$ cat src/rtl/mem_port_arbiter.sv
// mem_port_arbiter
// Shares one memory port between instruction fetch (IF) and data memory (DM).
// Data requests normally win. A starvation counter makes a waiting fetch win
// after STARVE_LIMIT consecutive data grants. The granted request is
// registered onto the mem_* port and held until mem_ack_i. The read data then
// comes back with a one-cycle ready pulse.
//
// Ports
//   clk_i, rst_i          clock, synchronous active-high reset
//   if_req_i/if_addr_i    fetch request (held until if_ready_o)
//   if_rdata_o/if_ready_o fetched word + one-cycle completion pulse
//   if_stall_o            fetch stall for the hazard logic
//   dm_req_i/we/be/addr/wdata  data request (held until dm_ready_o)
//   dm_rdata_o/dm_ready_o load data + one-cycle completion pulse
//   dm_stall_o            data stall for the hazard logic
//   mem_req/we/be/addr/wdata_o  registered memory port, held until mem_ack_i
//   mem_rdata_i/mem_ack_i memory response
module mem_port_arbiter #(
  parameter int ADDR_W       = 32,
  parameter int DATA_W       = 32,
  parameter int STARVE_LIMIT = 4
) (
  input  logic                clk_i,
  input  logic                rst_i,
  input  logic                if_req_i,
  input  logic [ADDR_W-1:0]   if_addr_i,
  output logic [DATA_W-1:0]   if_rdata_o,
  output logic                if_ready_o,
  output logic                if_stall_o,
  input  logic                dm_req_i,
  input  logic                dm_we_i,
  input  logic [DATA_W/8-1:0] dm_be_i,
  input  logic [ADDR_W-1:0]   dm_addr_i,
  input  logic [DATA_W-1:0]   dm_wdata_i,
  output logic [DATA_W-1:0]   dm_rdata_o,
  output logic                dm_ready_o,
  output logic                dm_stall_o,
  output logic                mem_req_o,
  output logic                mem_we_o,
  output logic [DATA_W/8-1:0] mem_be_o,
  output logic [ADDR_W-1:0]   mem_addr_o,
  output logic [DATA_W-1:0]   mem_wdata_o,
  input  logic [DATA_W-1:0]   mem_rdata_i,
  input  logic                mem_ack_i
);

  localparam int BE_W = DATA_W / 8;
  localparam logic [3:0] STARVE_MAX = 4'(STARVE_LIMIT);

  typedef enum logic [1:0] {IDLE, GRANT_IF, GRANT_DM, RESP} state_t;

  state_t            state_q, state_d;
  logic [3:0]        starve_cnt_q, starve_cnt_d;
  logic              mem_req_q, mem_req_d;
  logic              mem_we_q, mem_we_d;
  logic [BE_W-1:0]   mem_be_q, mem_be_d;
  logic [ADDR_W-1:0] mem_addr_q, mem_addr_d;
  logic [DATA_W-1:0] mem_wdata_q, mem_wdata_d;
  logic              if_ready_q, if_ready_d;
  logic              dm_ready_q, dm_ready_d;
  logic [DATA_W-1:0] if_rdata_q, if_rdata_d;
  logic [DATA_W-1:0] dm_rdata_q, dm_rdata_d;

  always_comb begin
    state_d      = state_q;
    starve_cnt_d = starve_cnt_q;
    mem_req_d    = mem_req_q;
    mem_we_d     = mem_we_q;
    mem_be_d     = mem_be_q;
    mem_addr_d   = mem_addr_q;
    mem_wdata_d  = mem_wdata_q;
    if_rdata_d   = if_rdata_q;
    dm_rdata_d   = dm_rdata_q;
    // Ready is a pulse: it only lives in the cycle after the ack.
    if_ready_d   = 1'b0;
    dm_ready_d   = 1'b0;

    case (state_q)
      IDLE: begin
        // DM wins unless IF has waited through STARVE_LIMIT data grants.
        if (dm_req_i && !(if_req_i && (starve_cnt_q == STARVE_MAX))) begin
          state_d     = GRANT_DM;
          mem_req_d   = 1'b1;
          mem_we_d    = dm_we_i;
          mem_be_d    = dm_be_i;
          mem_addr_d  = dm_addr_i;
          mem_wdata_d = dm_wdata_i;
          if (!if_req_i) begin
            starve_cnt_d = '0;
          end else if (starve_cnt_q != STARVE_MAX) begin
            starve_cnt_d = starve_cnt_q + 4'd1;
          end
        end else if (if_req_i) begin
          state_d      = GRANT_IF;
          mem_req_d    = 1'b1;
          mem_we_d     = 1'b0;
          mem_be_d     = '1;
          mem_addr_d   = if_addr_i;
          mem_wdata_d  = '0;
          starve_cnt_d = '0;
        end
      end
      GRANT_IF: begin
        if (mem_ack_i) begin
          state_d    = RESP;
          mem_req_d  = 1'b0;
          if_rdata_d = mem_rdata_i;
          if_ready_d = 1'b1;
        end
      end
      GRANT_DM: begin
        if (mem_ack_i) begin
          state_d    = RESP;
          mem_req_d  = 1'b0;
          dm_rdata_d = mem_rdata_i;
          dm_ready_d = 1'b1;
        end
      end
      RESP: begin
        // The finished requester still shows req here, so skip arbitration.
        state_d = IDLE;
      end
      default: begin
        state_d = IDLE;
      end
    endcase
  end

  always_ff @(posedge clk_i) begin
    if (rst_i) begin
      state_q      <= IDLE;
      starve_cnt_q <= '0;
      mem_req_q    <= 1'b0;
      mem_we_q     <= 1'b0;
      mem_be_q     <= '0;
      mem_addr_q   <= '0;
      mem_wdata_q  <= '0;
      if_ready_q   <= 1'b0;
      dm_ready_q   <= 1'b0;
      if_rdata_q   <= '0;
      dm_rdata_q   <= '0;
    end else begin
      state_q      <= state_d;
      starve_cnt_q <= starve_cnt_d;
      mem_req_q    <= mem_req_d;
      mem_we_q     <= mem_we_d;
      mem_be_q     <= mem_be_d;
      mem_addr_q   <= mem_addr_d;
      mem_wdata_q  <= mem_wdata_d;
      if_ready_q   <= if_ready_d;
      dm_ready_q   <= dm_ready_d;
      if_rdata_q   <= if_rdata_d;
      dm_rdata_q   <= dm_rdata_d;
    end
  end

  assign mem_req_o   = mem_req_q;
  assign mem_we_o    = mem_we_q;
  assign mem_be_o    = mem_be_q;
  assign mem_addr_o  = mem_addr_q;
  assign mem_wdata_o = mem_wdata_q;
  assign if_ready_o  = if_ready_q;
  assign dm_ready_o  = dm_ready_q;
  assign if_rdata_o  = if_rdata_q;
  assign dm_rdata_o  = dm_rdata_q;

  // Stalls drop in the same cycle as the ready pulse.
  assign if_stall_o  = if_req_i & ~if_ready_q;
  assign dm_stall_o  = dm_req_i & ~dm_ready_q;

endmodule
$ cat config.mk
export PLATFORM = sky130hd
export DESIGN_NAME = mem_port_arbiter
export DESIGN_NICKNAME = d
export VERILOG_FILES = /design/src/rtl/mem_port_arbiter.sv
export SDC_FILE = /design/constraint.sdc
export NUM_CORES = 1
export LEC_CHECK = 0
export ABC_CLOCK_PERIOD_IN_PS = 3200
export CELL_PAD_IN_SITES_DETAIL_PLACEMENT = 0
export CELL_PAD_IN_SITES_GLOBAL_PLACEMENT = 1
export CORE_MARGIN = 5
export CORE_UTILIZATION = 31
export CTS_BUF_LIST = sky130_fd_sc_hd__clkbuf_4
export DETAILED_ROUTE_END_ITERATION = 8
export GPL_TIMING_DRIVEN = 0
export PLACE_DENSITY = 0.95
export REMOVE_ABC_BUFFERS = 1
export SLEW_MARGIN = 20
export SYNTH_ARGS = -nofsm -noshare
export SYNTH_HDL_FRONTEND = slang
export SYNTH_SLANG_ARGS = --single-unit
$ cat constraint.sdc
create_clock -name clk_i -period 3.2 [get_ports clk_i]
set_input_delay 0.32 -clock clk_i [delete_from_list [all_inputs] [get_ports clk_i]]
set_output_delay 0.32 -clock clk_i [all_outputs]
set_load 0.01 [all_outputs]
-- Word level (Yosys, flattened, before mapping)
Cells that the tools add are included.
- add/subtract/negate cells: 1
- equality and inequality tests: 8
- muxes and demuxes: 21
- bitwise gates (word level): 6
- reductions and logical operators: 15
- operators with widths (cell ; count):
    2-to-1 mux 32 bit ; 4
    2-to-1 mux 4 bit ; 6
    AND reduction 2 bit ; 4
    2-to-1 mux 1 bit ; 6
    2-to-1 mux 2 bit ; 3
    one-hot mux 2 bit (3 select lines) ; 1
    AND reduction 3 bit ; 2
    OR reduction 2 bit ; 3
    adder 4 x 1 -> 4 bit, second input constant ; 1
    equality test 2 bit, second input constant ; 2
    equality test 4 x 3 -> 1 bit, second input constant ; 1
    != test 4 x 3 -> 1 bit, second input constant ; 1
    inverter 1 bit ; 4
    nonzero test 2 bit ; 2
    != test 3 x 2 -> 1 bit, second input constant ; 1
    != test 3 bit, second input constant ; 1
    AND 1 bit ; 2
    equality test 2 x 1 -> 1 bit, second input constant ; 1
    logical AND 1 bit ; 2
    zero test 2 bit ; 1
    != test 2 x 1 -> 1 bit, second input constant ; 1
    one-hot mux 1 bit (2 select lines) ; 1
    zero test 1 bit ; 1
- bits in registers: 142
- bits of input ports: 138
- output and inout port bits: 138
- word-level logic and storage cells: 62

-- Logic depth before layout (Yosys ltp)
Gate-level depths: netlist of run 1.
- depth after elaboration: 6
- mapped depth: 8
- mapped depth without buffers: 6

-- Worst setup path after synthesis of run 1
No wires, ideal clock.
- path kind: register to register
- start point: register starve_cnt_q[0]
- end point: register mem_addr_q[16] (netlist: mem_addr_o[16])
- library setup time: 146 ps
- arrival: 1347 ps
- data required time: 3054 ps
- setup slack: 1707 ps
- cell stages (with the launch flop): 9
- path buffers: 2
- cell sequence: dfxtp_1 inv_1 ha_1 nand4b_4 and2_4 buf_8 buf_12 a21oi_2 a211oi_2
- cells in the longest elaborated chain, start to end: 6
- elaborated cells between the ends (all ways): 7
- ends and longest elaborated chain (item ; line ; text):
    from (decl) ; 53 ; logic [3:0] starve_cnt_q, starve_cnt_d;
    from (signal assigned) ; 144 ; starve_cnt_q <= starve_cnt_d;
    equality test 4 x 3 -> 1 bit (*) ; 81 ; if (dm_req_i && !(if_req_i && (starve_cnt_q == STARVE_MAX))) begin
    logical AND 1 bit (*) ; 81 ;
    zero test 1 bit (*) ; 81 ;
    logical AND 1 bit (*) ; 81 ;
    nonzero test 2 bit (no source line) ; n/a ;
    AND reduction 2 bit (no source line) ; n/a ;
    to (signal assigned) ; 148 ; mem_addr_q <= mem_addr_d;
    to (decl) ; 57 ; logic [ADDR_W-1:0] mem_addr_q, mem_addr_d;
Mark *: on every way between the ends. The rest lies on a longest branch, timed or not.
A chain may end at the register's enable or synchronous reset.

-- Worst setup path after layout of run 1
- start point: input if_req_i
- end point: output if_stall_o
- cells in the longest elaborated chain, start to end: 1
- ends and longest elaborated chain (item ; line ; text):
    from (decl) ; 25 ; input logic if_req_i,
    AND 1 bit ; 168 ; assign if_stall_o = if_req_i & ~if_ready_q;
    to (decl) ; 29 ; output logic if_stall_o,
Every way passes these cells.

==> key figures, run 1 <==
Status
  – Outcome: complete, no violations

Placed design
  – # port buffers: 275
  – Post-DP HPWL: 12,600 um
  – Dpl cell area: 0.00844 mm2
  – Placer Congestion: 0.747
  – Post-Place Cells: 1,138
  – Dpl ws: 0.717 ns

Die
  – # rows: 49
  – Die area: 0.0208 mm2
  – Die X: 144 um
  – Die Ht: 144 um
  – Initial Utilization: 31.3%
  – Core area: 0.0178 mm2
  – Io pins: 276

Global routing
  – GRT Util Overall: 17.1%
  – Initial antenna violation count: 1
  – First-pass GRT wire length: 28,000 um
  – Vias in the first global route: 5,411
  – GR Overflow Total: 0
  – Largest net degree at the start of global routing: 88

Detailed routing
  – Antenna viol nets, final: 0
  – Vias per Instance: 4.75
  – Vias post-DR: 5,551
  – Initial drt markers: 270
  – WL final: 18,400 um
  – Drt first pass iters: 4
  – # DRC: 0
  – Routed len/inst: 15.7 um

Timing
  – Min Tclk post-route: 2.11 ns
  – Final Worst Setup Slack: 1.09 ns
  – Fmax: 473 MHz
  – Tcrit/Tclk final: 66.0%
  – Slew HR: 44.5%
  – RSZ-0062 raised after global routing: no
  – Final Hold Vio Count: 0
  – Max-slew violation count: 0
  – Worst slew pin tran: 0.833 ns
  – Fin Setup TNS: 0 ns
  – Clock Skews: 0.0168 ns
  – Final setup viols: 0
  – Worst hold margin: 0.198 ns

Layout
  – Non-filler cells, final: 1,169
  – Area Growth Syn to Fin: 56.0%
  – Ratio of cells with drive above 1 in the final layout: 6.50%
  – Nets@finish: 1,073
  – Finished Cell Area: 0.00870 mm2
  – Fin util: 48.7%

Critical path
  – Reg-to-Reg Start: starve_cnt_q[0]
  – Worst path bufs/invs: 2
  – Startpoint types: primary input
  – Cell count of the worst reg-to-reg path: 6
  – Reg-to-reg critical path endpoint: mem_addr_o[8]
  – Worst EP arrival: 1.79 ns
  – CP Max Fanout: 8
  – CP max-delay cell: clkdlybuf4s50_1
  – Crit path required time: 2.88 ns
  – Most frequent cell on the critical path: clkdlybuf4s50_1
  – Crit path kind: in -> out
  – FF-to-FF setup slack: 1.15 ns
  – Critical path, cell by cell: clkdlybuf4s50_1, nor2b_1, clkdlybuf4s50_1
  – Delay-heaviest family, CP: buffers and inverters
  – Max stage delay on crit path: 0.75 ns
  – Crit end category: output pin

Clock network
  – Clock sink total: 142
  – Clock Tree Root: clkbuf_4
  – H-tree levels: 4
  – CTS buffer count: 17
  – CTS tree: built
  – Buffer depth of the longest clock path: 2
  – CTS Hold Bufs: 0
  – Clock-pin transition on the worst setup and hold timing paths: 0.12 ns
  – # resized after CTS: 0
  – Post-CTS setup repair buffer count: 0
  – Worst-Skew Late Latency: 0.53 ns

Min path
  – Hold Path Origin: rst_i
  – HP Class: in -> reg
  – WHS Path Cells: 2
  – WHS Endpoint: if_ready_o

Synth
  – Count leader, synth: nand2_1
  – Main synth FF type: dfxtp_1
  – Synth Warn #: 0
  – Number of enable flip-flop cells after synthesis: 0
  – Post-Syn Instances: 686
  – Top cell type's share of synthesized area: 51.0%
  – Sequential element share of the synthesized area: 51.0%
  – Distinct cell type count after synthesis: 32
  – Most area-hungry cell type in the Yosys netlist: dfxtp_1
  – Most frequent cells after synthesis: nand2_1 (198), dfxtp_1 (142), a21oi_1 (123)
  – Post-synthesis async set-or-reset flop share: 0%
  – Synthesized area: 0.00558 mm2
  – Top post-synthesis cells by area: dfxtp_1 (51%), nand2_1 (13%), a21oi_1 (11%), a211oi_1 (3.2%), nor2_1 (3.2%)
  – Avg Inst Size Synth: 8.13 um2
  – Seq cells post-synth: 142

Power and ir drop
  – Max IR drop VDD: 0.317 mV
  – Pwr dens: 685 mW/mm2
  – Total power draw: 5.96 mW
  – Leak pwr: 3.05 nW

Run
  – Maxcap violations: 0
[metal layers]
metal,global-route usage (%),part of all wire (%),vias up
met2,29.2,47,227
met4,4.41,1.0,0
met1,19.0,40,2537
met3,8.63,12,15
met5,0,0,-
li1,-,-,2772
[flip-flops by register name (all words and copies together), names as in the netlist, 2 cells and up]
| name | count |
|---|---|
| state_q | 2 |
| starve_cnt_q | 4 |
| mem_be_o | 4 |
| dm_rdata_o | 32 |
| mem_wdata_o | 32 |
| mem_addr_o | 32 |
| if_rdata_o | 32 |
[layout make-up]
class / instances / area [um2]
diodes: 1 / 2.50
clock buffers: 17 / 128
clock inverters: 13 / 124
fillers: 1765 / 9140
inverters: 4 / 15.0
multi-input cells: 483 / 2420
flip-flops and latches: 142 / 2840
well taps: 229 / 287
repair buffers: 280 / 2880
[how the worst max path moves through the flow]
stage | startpoint | to | slack, ns | depth (start not counted)
after floorplan | state_q[0] | starve_cnt_q[2] | 0.77 | 5
after global placement | rst_i | mem_be_o[0] | -2.13 | 2
after detailed placement | if_req_i | mem_addr_o[26] | 0.72 | 5
after CTS | if_req_i | if_stall_o | 1.08 | 3
after global routing | starve_cnt_q[0] | mem_addr_o[31] | 0.92 | 6
final | if_req_i | if_stall_o | 1.09 | 3
[kinds of logic after synthesis]
family                   share of synthesized area (%)
flip-flops                                        51.0
multiplexers                                     0.180
AND/OR/NAND/NOR                                   22.0
buffers and inverters                             5.88
AO/OA/AOI/OAI                                     19.3
adder cells (fa/ha/maj)                           1.57
[layout by cell type, fill, tap and decap left out, drive strengths merged]
master         instances
clkdlybuf4s50        274
nand2                199
dfxtp                142
a21oi                133
nor2                  47
nand3                 35
a211oi                34
clkbuf                17
nor3                   9
clkinv                 8
ha                     7
inv                    6
buf                    6
nor2b                  4
and2                   4
bufinv                 2
o21ai                  2
diode                  1
nand4b                 1
o21a                   1
a22oi                  1
a31oi                  1
mux2i                  1
a41oi                  1
o311a                  1
nand2b                 1
a311oi                 1
clkinvlp               1
[power by group]
group | switching, mW | internal, mW
clock network | 0.656 | 0.446
logic | 1.35 | 1.22
registers | 0.178 | 2.10
total | 2.19 | 3.77
Note: power is estimated with default switching activity, not from simulation.
==> inputs of run 2 (changes only) <==
ABC_CLOCK_PERIOD_IN_PS = 2200   (was 3200)
CORE_UTILIZATION = 29   (was 31)
PLACE_DENSITY = 0.93   (was 0.95)
clock period = 2.2 ns   (was 3.2 ns; I/O delays follow)
==> key figures, run 2 (synthesis results as in run 1) <==
Critical path
  – Worst path bufs/invs: 2 (unchanged)
  – Crit end category: output pin (unchanged)
  – Worst EP arrival: 1.78 ns (was 1.79 ns)
  – CP max-delay cell: clkdlybuf4s50_1 (unchanged)
  – Startpoint types: primary input (unchanged)
  – CP Depth: 3 (unchanged)
  – Reg-to-Reg Start: starve_cnt_q[0] (unchanged)
  – Delay-heaviest family, CP: buffers and inverters (unchanged)
  – Critical path, cell by cell: clkdlybuf4s50_1, nor2b_1, clkdlybuf4s50_1 (unchanged)
  – Crit. Startpoint: dm_req_i (was if_req_i)
  – Cell count of the worst reg-to-reg path: 6 (unchanged)
  – CP Max Fanout: 11 (was 8)
  – Crit path required time: 1.98 ns (was 2.88 ns)
  – FF-to-FF setup slack: 0.22 ns (was 1.15 ns)
  – Crit path kind: in -> out (unchanged)
  – Max stage delay on crit path: 0.82 ns (was 0.75 ns)
  – Most frequent cell on the critical path: clkdlybuf4s50_1 (unchanged)
  – CP Capture Point: dm_stall_o (was if_stall_o)
  – Reg-to-reg critical path endpoint: mem_addr_o[24] (was mem_addr_o[8])

Clock network
  – Buffer depth of the longest clock path: 2 (unchanged)
  – CTS Hold Bufs: 0 (unchanged)
  – H-tree levels: 4 (unchanged)
  – CTS tree: built (unchanged)
  – Clock Tree Root: clkbuf_4 (unchanged)
  – Post-CTS setup repair buffer count: 0 (unchanged)
  – Worst-Skew Late Latency: 0.51 ns (was 0.53 ns)
  – CTS buffer count: 17 (unchanged)
  – Clock-pin transition on the worst setup and hold timing paths: 0.12 ns (about the same)
  – # resized after CTS: 0 (unchanged)
  – Clock sink total: 142 (unchanged)

Layout
  – Fin util: 46.6% (was 48.7%)
  – Most frequent cells in the layout: clkdlybuf4s50_1 (274), nand2_1 (196), dfxtp_1 (142), a21oi_1 (123), nor2_1 (47) (unchanged)
  – Finished Cell Area: 0.00877 mm2 (was 0.00870 mm2)
  – Area Growth Syn to Fin: 57.2% (was 56.0%)
  – Commonest non-fill, non-tap cell in the layout: clkdlybuf4s50_1 (unchanged)
  – Ratio of cells with drive above 1 in the final layout: 7.12% (was 6.50%)
  – Nets@finish: 1,074 (was 1,073)
  – Antenna diodes: 0 (was 1)

Timing
  – Max-slew violation count: 0 (unchanged)
  – Final Hold Vio Count: 0 (unchanged)
  – Slew HR: 46.1% (was 44.5%)
  – Final Worst Setup Slack: 0.197 ns (was 1.09 ns)
  – Worst hold margin: 0.137 ns (was 0.198 ns)
  – Final setup viols: 0 (unchanged)
  – Clock Skews: 0.0269 ns (was 0.0168 ns)
  – RSZ-0062 raised after global routing: no (unchanged)
  – Worst slew pin tran: 0.808 ns (was 0.833 ns)
  – Tcrit/Tclk final: 91.0%
  – Fmax: 499 MHz
  – Min Tclk post-route: 2.00 ns

Min path
  – HP Class: in -> reg (unchanged)

Global routing
  – Largest net degree at the start of global routing: 81 (was 88)
  – Initial antenna violation count: 0 (was 1)
  – GR Overflow Total: 0 (unchanged)
  – First-pass GRT wire length: 28,600 um (was 28,000 um)
  – Vias in the first global route: 5,229 (was 5,411)
  – GRT Util Overall: 16.2% (was 17.1%)

Detailed routing
  – # DRC: 0 (unchanged)
  – Antenna viol nets, final: 0 (unchanged)
  – Routed len/inst: 16.1 um (was 15.7 um)
  – Vias per Instance: 4.62 (was 4.75)
  – Initial drt markers: 171 (was 270)
  – WL final: 19,300 um (was 18,400 um)
  – Drt first pass iters: 5 (was 4)
  – Vias post-DR: 5,547 (was 5,551)

Power and ir drop
  – Leak pwr: 3.06 nW (was 3.05 nW)
  – Pwr dens: 1000 mW/mm2 (was 685 mW/mm2)
  – Total power draw: 8.80 mW (was 5.96 mW)
  – Max IR drop VDD: 0.504 mV (was 0.317 mV)

Die
  – # rows: 50 (was 49)
  – Io pins: 276 (unchanged)
  – Initial Utilization: 29.6% (was 31.3%)
  – Die Ht: 149 um (was 144 um)
  – Die X: 149 um (was 144 um)
  – Die area: 0.0221 mm2 (was 0.0208 mm2)
  – Core area: 0.0188 mm2 (was 0.0178 mm2)

Placed design
  – Dpl ws: -0.194 ns (was 0.717 ns)
  – # port buffers: 275 (unchanged)
  – Dpl cell area: 0.00849 mm2 (was 0.00844 mm2)
  – Placer Congestion: 0.743 (was 0.747)
  – Post-DP HPWL: 13,300 um (was 12,600 um)

Run
  – Maxcap violations: 0 (unchanged)

Status
  – Outcome: complete, no violations (unchanged)
## run 2: per-layer routing
metal,global-route usage (%),vias up,wire (um)
li1,-,2774,-
met1,19.4,2543,7990
met2,26.5,225,8930
met3,7.98,5,2280
met4,3.19,0,106
met5,0,-,0
## run 2: how the worst min path moves through the flow
stage	cells past startpoint	to	start	slack, ns
after floorplan	1	mem_addr_o[16]	rst_i	0.28
after global placement	2	dm_rdata_o[11]	dm_rdata_o[11]	0.44
after detailed placement	2	if_rdata_o[8]	if_rdata_o[8]	0.45
after CTS	2	if_ready_o	rst_i	0.09
after global routing	2	if_rdata_o[8]	rst_i	0.09
final	2	if_rdata_o[20]	rst_i	0.14
## run 2: report_power, final
part / leakage (nW) / switching, mW / total (mW) / internal [mW]
clock network: 0.145 / 1.01 / 1.70 / 0.687
registers: 1.16 / 0.252 / 3.31 / 3.06
logic: 1.76 / 1.99 / 3.79 / 1.80
total: 3.06 / 3.26 / 8.80 / 5.54
## run 2: area by class of cell
type | instances | area [um2]
fill | 1860 | 10100
clock buffer | 18 | 135
tap | 260 | 325
sequential | 142 | 2840
multi-input combinational | 484 | 2430
timing repair buffer | 280 | 2880
inverter | 4 | 15.0
clock inverter | 13 | 138
## run 2: worst reg2reg max path: stages (launching register included)
cell	delay (ns)
dfxtp_1	0.38
inv_1	0.08
ha_1	0.24
nand4b_4	0.14
and2_2	0.70
a21oi_2	0.14
a211oi_2	0.23
## run 2: per-stage QoR
| step | instances | setup TNS (ns) |
|---|---|---|
| floorplan | 629 | -8.60 |
| global placement | 1164 | -402.04 |
| detailed placement | 1169 | -3.90 |
| CTS | 1200 | 0 |
| global route | 1201 | 0 |
| finish | 1201 | 0 |
==> inputs of run 3 (changes only) <==
CORE_UTILIZATION = 40   (was 29)
DONT_BUFFER_PORTS = 1   (was default)
PLACE_DENSITY = 0.84   (was 0.93)
SLEW_MARGIN = default   (was 20)
==> key figures, run 3 (synthesis results as in run 1) <==
Clock network
  – H-tree levels: 4 (unchanged)
  – Post-CTS setup repair buffer count: 0 (unchanged)
  – CTS tree: built (unchanged)
  – CTS buffer count: 17 (unchanged)
  – Clock-pin transition on the worst setup and hold timing paths: 0.12 ns (about the same)
  – Worst-Skew Late Latency: 0.55 ns (was 0.51 ns)
  – Clock Tree Root: clkbuf_4 (unchanged)
  – Buffer depth of the longest clock path: 2 (unchanged)
  – Clock sink total: 142 (unchanged)

Global routing
  – Initial antenna violation count: 0 (unchanged)
  – First-pass GRT wire length: 23,900 um (was 28,600 um)
  – GRT Util Overall: 18.3% (was 16.2%)
  – GR Overflow Total: 0 (unchanged)
  – Vias in the first global route: 4,518 (was 5,229)
  – Largest net degree at the start of global routing: 143 (was 81)

Run
  – Maxcap violations: 0 (unchanged)

Die
  – Initial Utilization: 40.5% (was 29.6%)
  – Core area: 0.0138 mm2 (was 0.0188 mm2)
  – Io pins: 276 (unchanged)
  – # rows: 43 (was 50)
  – Die area: 0.0164 mm2 (was 0.0221 mm2)
  – Die Ht: 128 um (was 149 um)
  – Die X: 128 um (was 149 um)

Placed design
  – Dpl cell area: 0.00556 mm2 (was 0.00849 mm2)
  – Placer Congestion: 0.808 (was 0.743)
  – # port buffers: 0 (was 275)
  – Post-Place Cells: 812 (was 1,169)
  – Post-DP HPWL: 10,600 um (was 13,300 um)
  – Dpl ws: 0.0453 ns (was -0.194 ns)

Power and ir drop
  – Comb pwr share: 29.0% (was 43.1%)
  – Internal power: 4.69 mW (was 5.54 mW)
  – Leak pwr: 2.07 nW (was 3.06 nW)
  – Pwr dens: 1280 mW/mm2 (was 1000 mW/mm2)
  – Max IR drop VDD: 0.637 mV (was 0.504 mV)
  – Sequential power share: 47.7% (was 37.6%)
  – Total power draw: 7.64 mW (was 8.80 mW)
  – Switching part of the total power: 38.7% (was 37.0%)
  – Sw Pwr: 2.96 mW (was 3.26 mW)
  – Clock Power Share: 23.3% (was 19.3%)

Timing
  – Clock Skews: 0.0237 ns (was 0.0269 ns)
  – Max-slew violation count: 0 (unchanged)
  – Final setup viols: 0 (unchanged)
  – RSZ-0062 raised after global routing: no (unchanged)
  – Final Hold Vio Count: 135 (was 0)
  – Worst slew pin tran: 0.757 ns (was 0.808 ns)
  – Fin Setup TNS: 0 ns (unchanged)
  – Min Tclk post-route: 2.05 ns (was 2.00 ns)
  – Worst hold margin: -0.265 ns (was 0.137 ns)
  – Final Worst Setup Slack: 0.153 ns (was 0.197 ns)
  – Slew HR: 49.5% (was 46.1%)
  – Fmax: 488 MHz (was 499 MHz)
  – Tcrit/Tclk final: 93.1% (was 91.0%)

Status
  – Failing checks: hold timing
  – Outcome: complete, but fails checks (was complete, no violations)

Detailed routing
  – # DRC: 0 (unchanged)
  – Drt first pass iters: 5 (unchanged)
  – Routed len/inst: 18.7 um (was 16.1 um)
  – Initial drt markers: 283 (was 171)
  – Antenna viol nets, final: 0 (unchanged)
  – Vias per Instance: 5.42 (was 4.62)
  – WL final: 15,900 um (was 19,300 um)
  – Vias post-DR: 4,620 (was 5,547)

Layout
  – Nets@finish: 804 (was 1,074)
  – Most frequent cells in the layout: nand2_1 (196), dfxtp_1 (140), a21oi_1 (122), nor2_1 (47), nand3_1 (35) (was clkdlybuf4s50_1 (274), nand2_1 (196), dfxtp_1 (142), a21oi_1 (123), nor2_1 (47))
  – # fillers: 1,355 (was 1,860)
  – Finished Cell Area: 0.00596 mm2 (was 0.00877 mm2)
  – Commonest non-fill, non-tap cell in the layout: nand2_1 (was clkdlybuf4s50_1)
  – Antenna diodes: 0 (unchanged)
  – Ratio of cells with drive above 1 in the final layout: 9.97% (was 7.12%)
  – Fin util: 43.3% (was 46.6%)
  – Non-filler cells, final: 852 (was 1,201)
  – Area Growth Syn to Fin: 6.93% (was 57.2%)

Critical path
  – Startpoint types: register (was primary input)
  – Crit path kind: reg -> reg (was in -> out)
  – Crit end category: register (was output pin)
  – Crit path required time: 2.63 ns (was 1.98 ns)
  – Worst EP arrival: 2.48 ns (was 1.78 ns)
  – CP Max Fanout: 25 (was 11)

Min path
  – HP Class: in -> reg (unchanged)
run 3: changes by cell type in the layout (fill, tap and decap cells not counted), sizes merged:
cell	change
buf	-3
bufinv	+1
clkdlybuf4s50	-274
clkinv	+2
clkinvlp	-1
dlygate4sd3	+7
inv	-1
run 3: power by group through the flow:
stage | Clock (mW) | Combinational, mW | Sequential [mW]
final | 1.78 | 2.22 | 3.65
after global placement | 0 | 1.94 | 3.71
after floorplan | 0 | 1.57 | 3.56
after detailed placement | 0 | 2.16 | 3.72
after global routing | 1.94 | 2.51 | 3.71
after CTS | 1.83 | 2.18 | 3.66
run 3: path summary, 6_finish.rpt:
path,startpoint,endpoint,slack (ns),depth (start not counted)
worst max register to register,state_q[0],starve_cnt_q[1],0.15,7
worst min register to register,dm_rdata_o[20],dm_rdata_o[20],0.50,2
worst min-delay path,rst_i,dm_rdata_o[28],-0.26,1
worst max-delay path,state_q[0],starve_cnt_q[1],0.15,7
run 3: worst max-delay path, cell delays in order (launching register included):
cell and delay, ns:
dfxtp_2 0.36, inv_1 0.11, ha_2 0.29, o21ai_4 0.17
buf_16 0.20, a22oi_1 0.19, nor2_1 0.06, dlygate4sd3_1 0.55
run 3: per-layer routing:
metal  part of all wire [%]  wire, um  global-route usage (%)  up-vias
met3                     14      2180                    9.75       17
li1                       -         -                       -     2232
met1                     37      5910                    20.8     2115
met2                     48      7670                    30.0      256
met4                    1.1       170                    5.12        0
met5                      0         0                       0        -
run 3: layout make-up:
cell class	instances	area, um2	share of cell area, %
clock buffer	18	135	2.27
inverter	4	15.0	0.252
clock inverter	14	165	2.77
multi-input combinational	484	2440	40.9
tap	180	225	3.78
timing repair buffer	10	138	2.31
sequential	142	2850	47.7
run 3: timing repair:
| action | 4_1_cts | 5_1_grt |
|---|---|---|
| endpoints found under the setup margin | 0 | 29 |
| gates resized for setup | 0 | 10 |
| hold buffers | 4 | 3 |
| endpoints found under the hold margin | 142 | 138 |
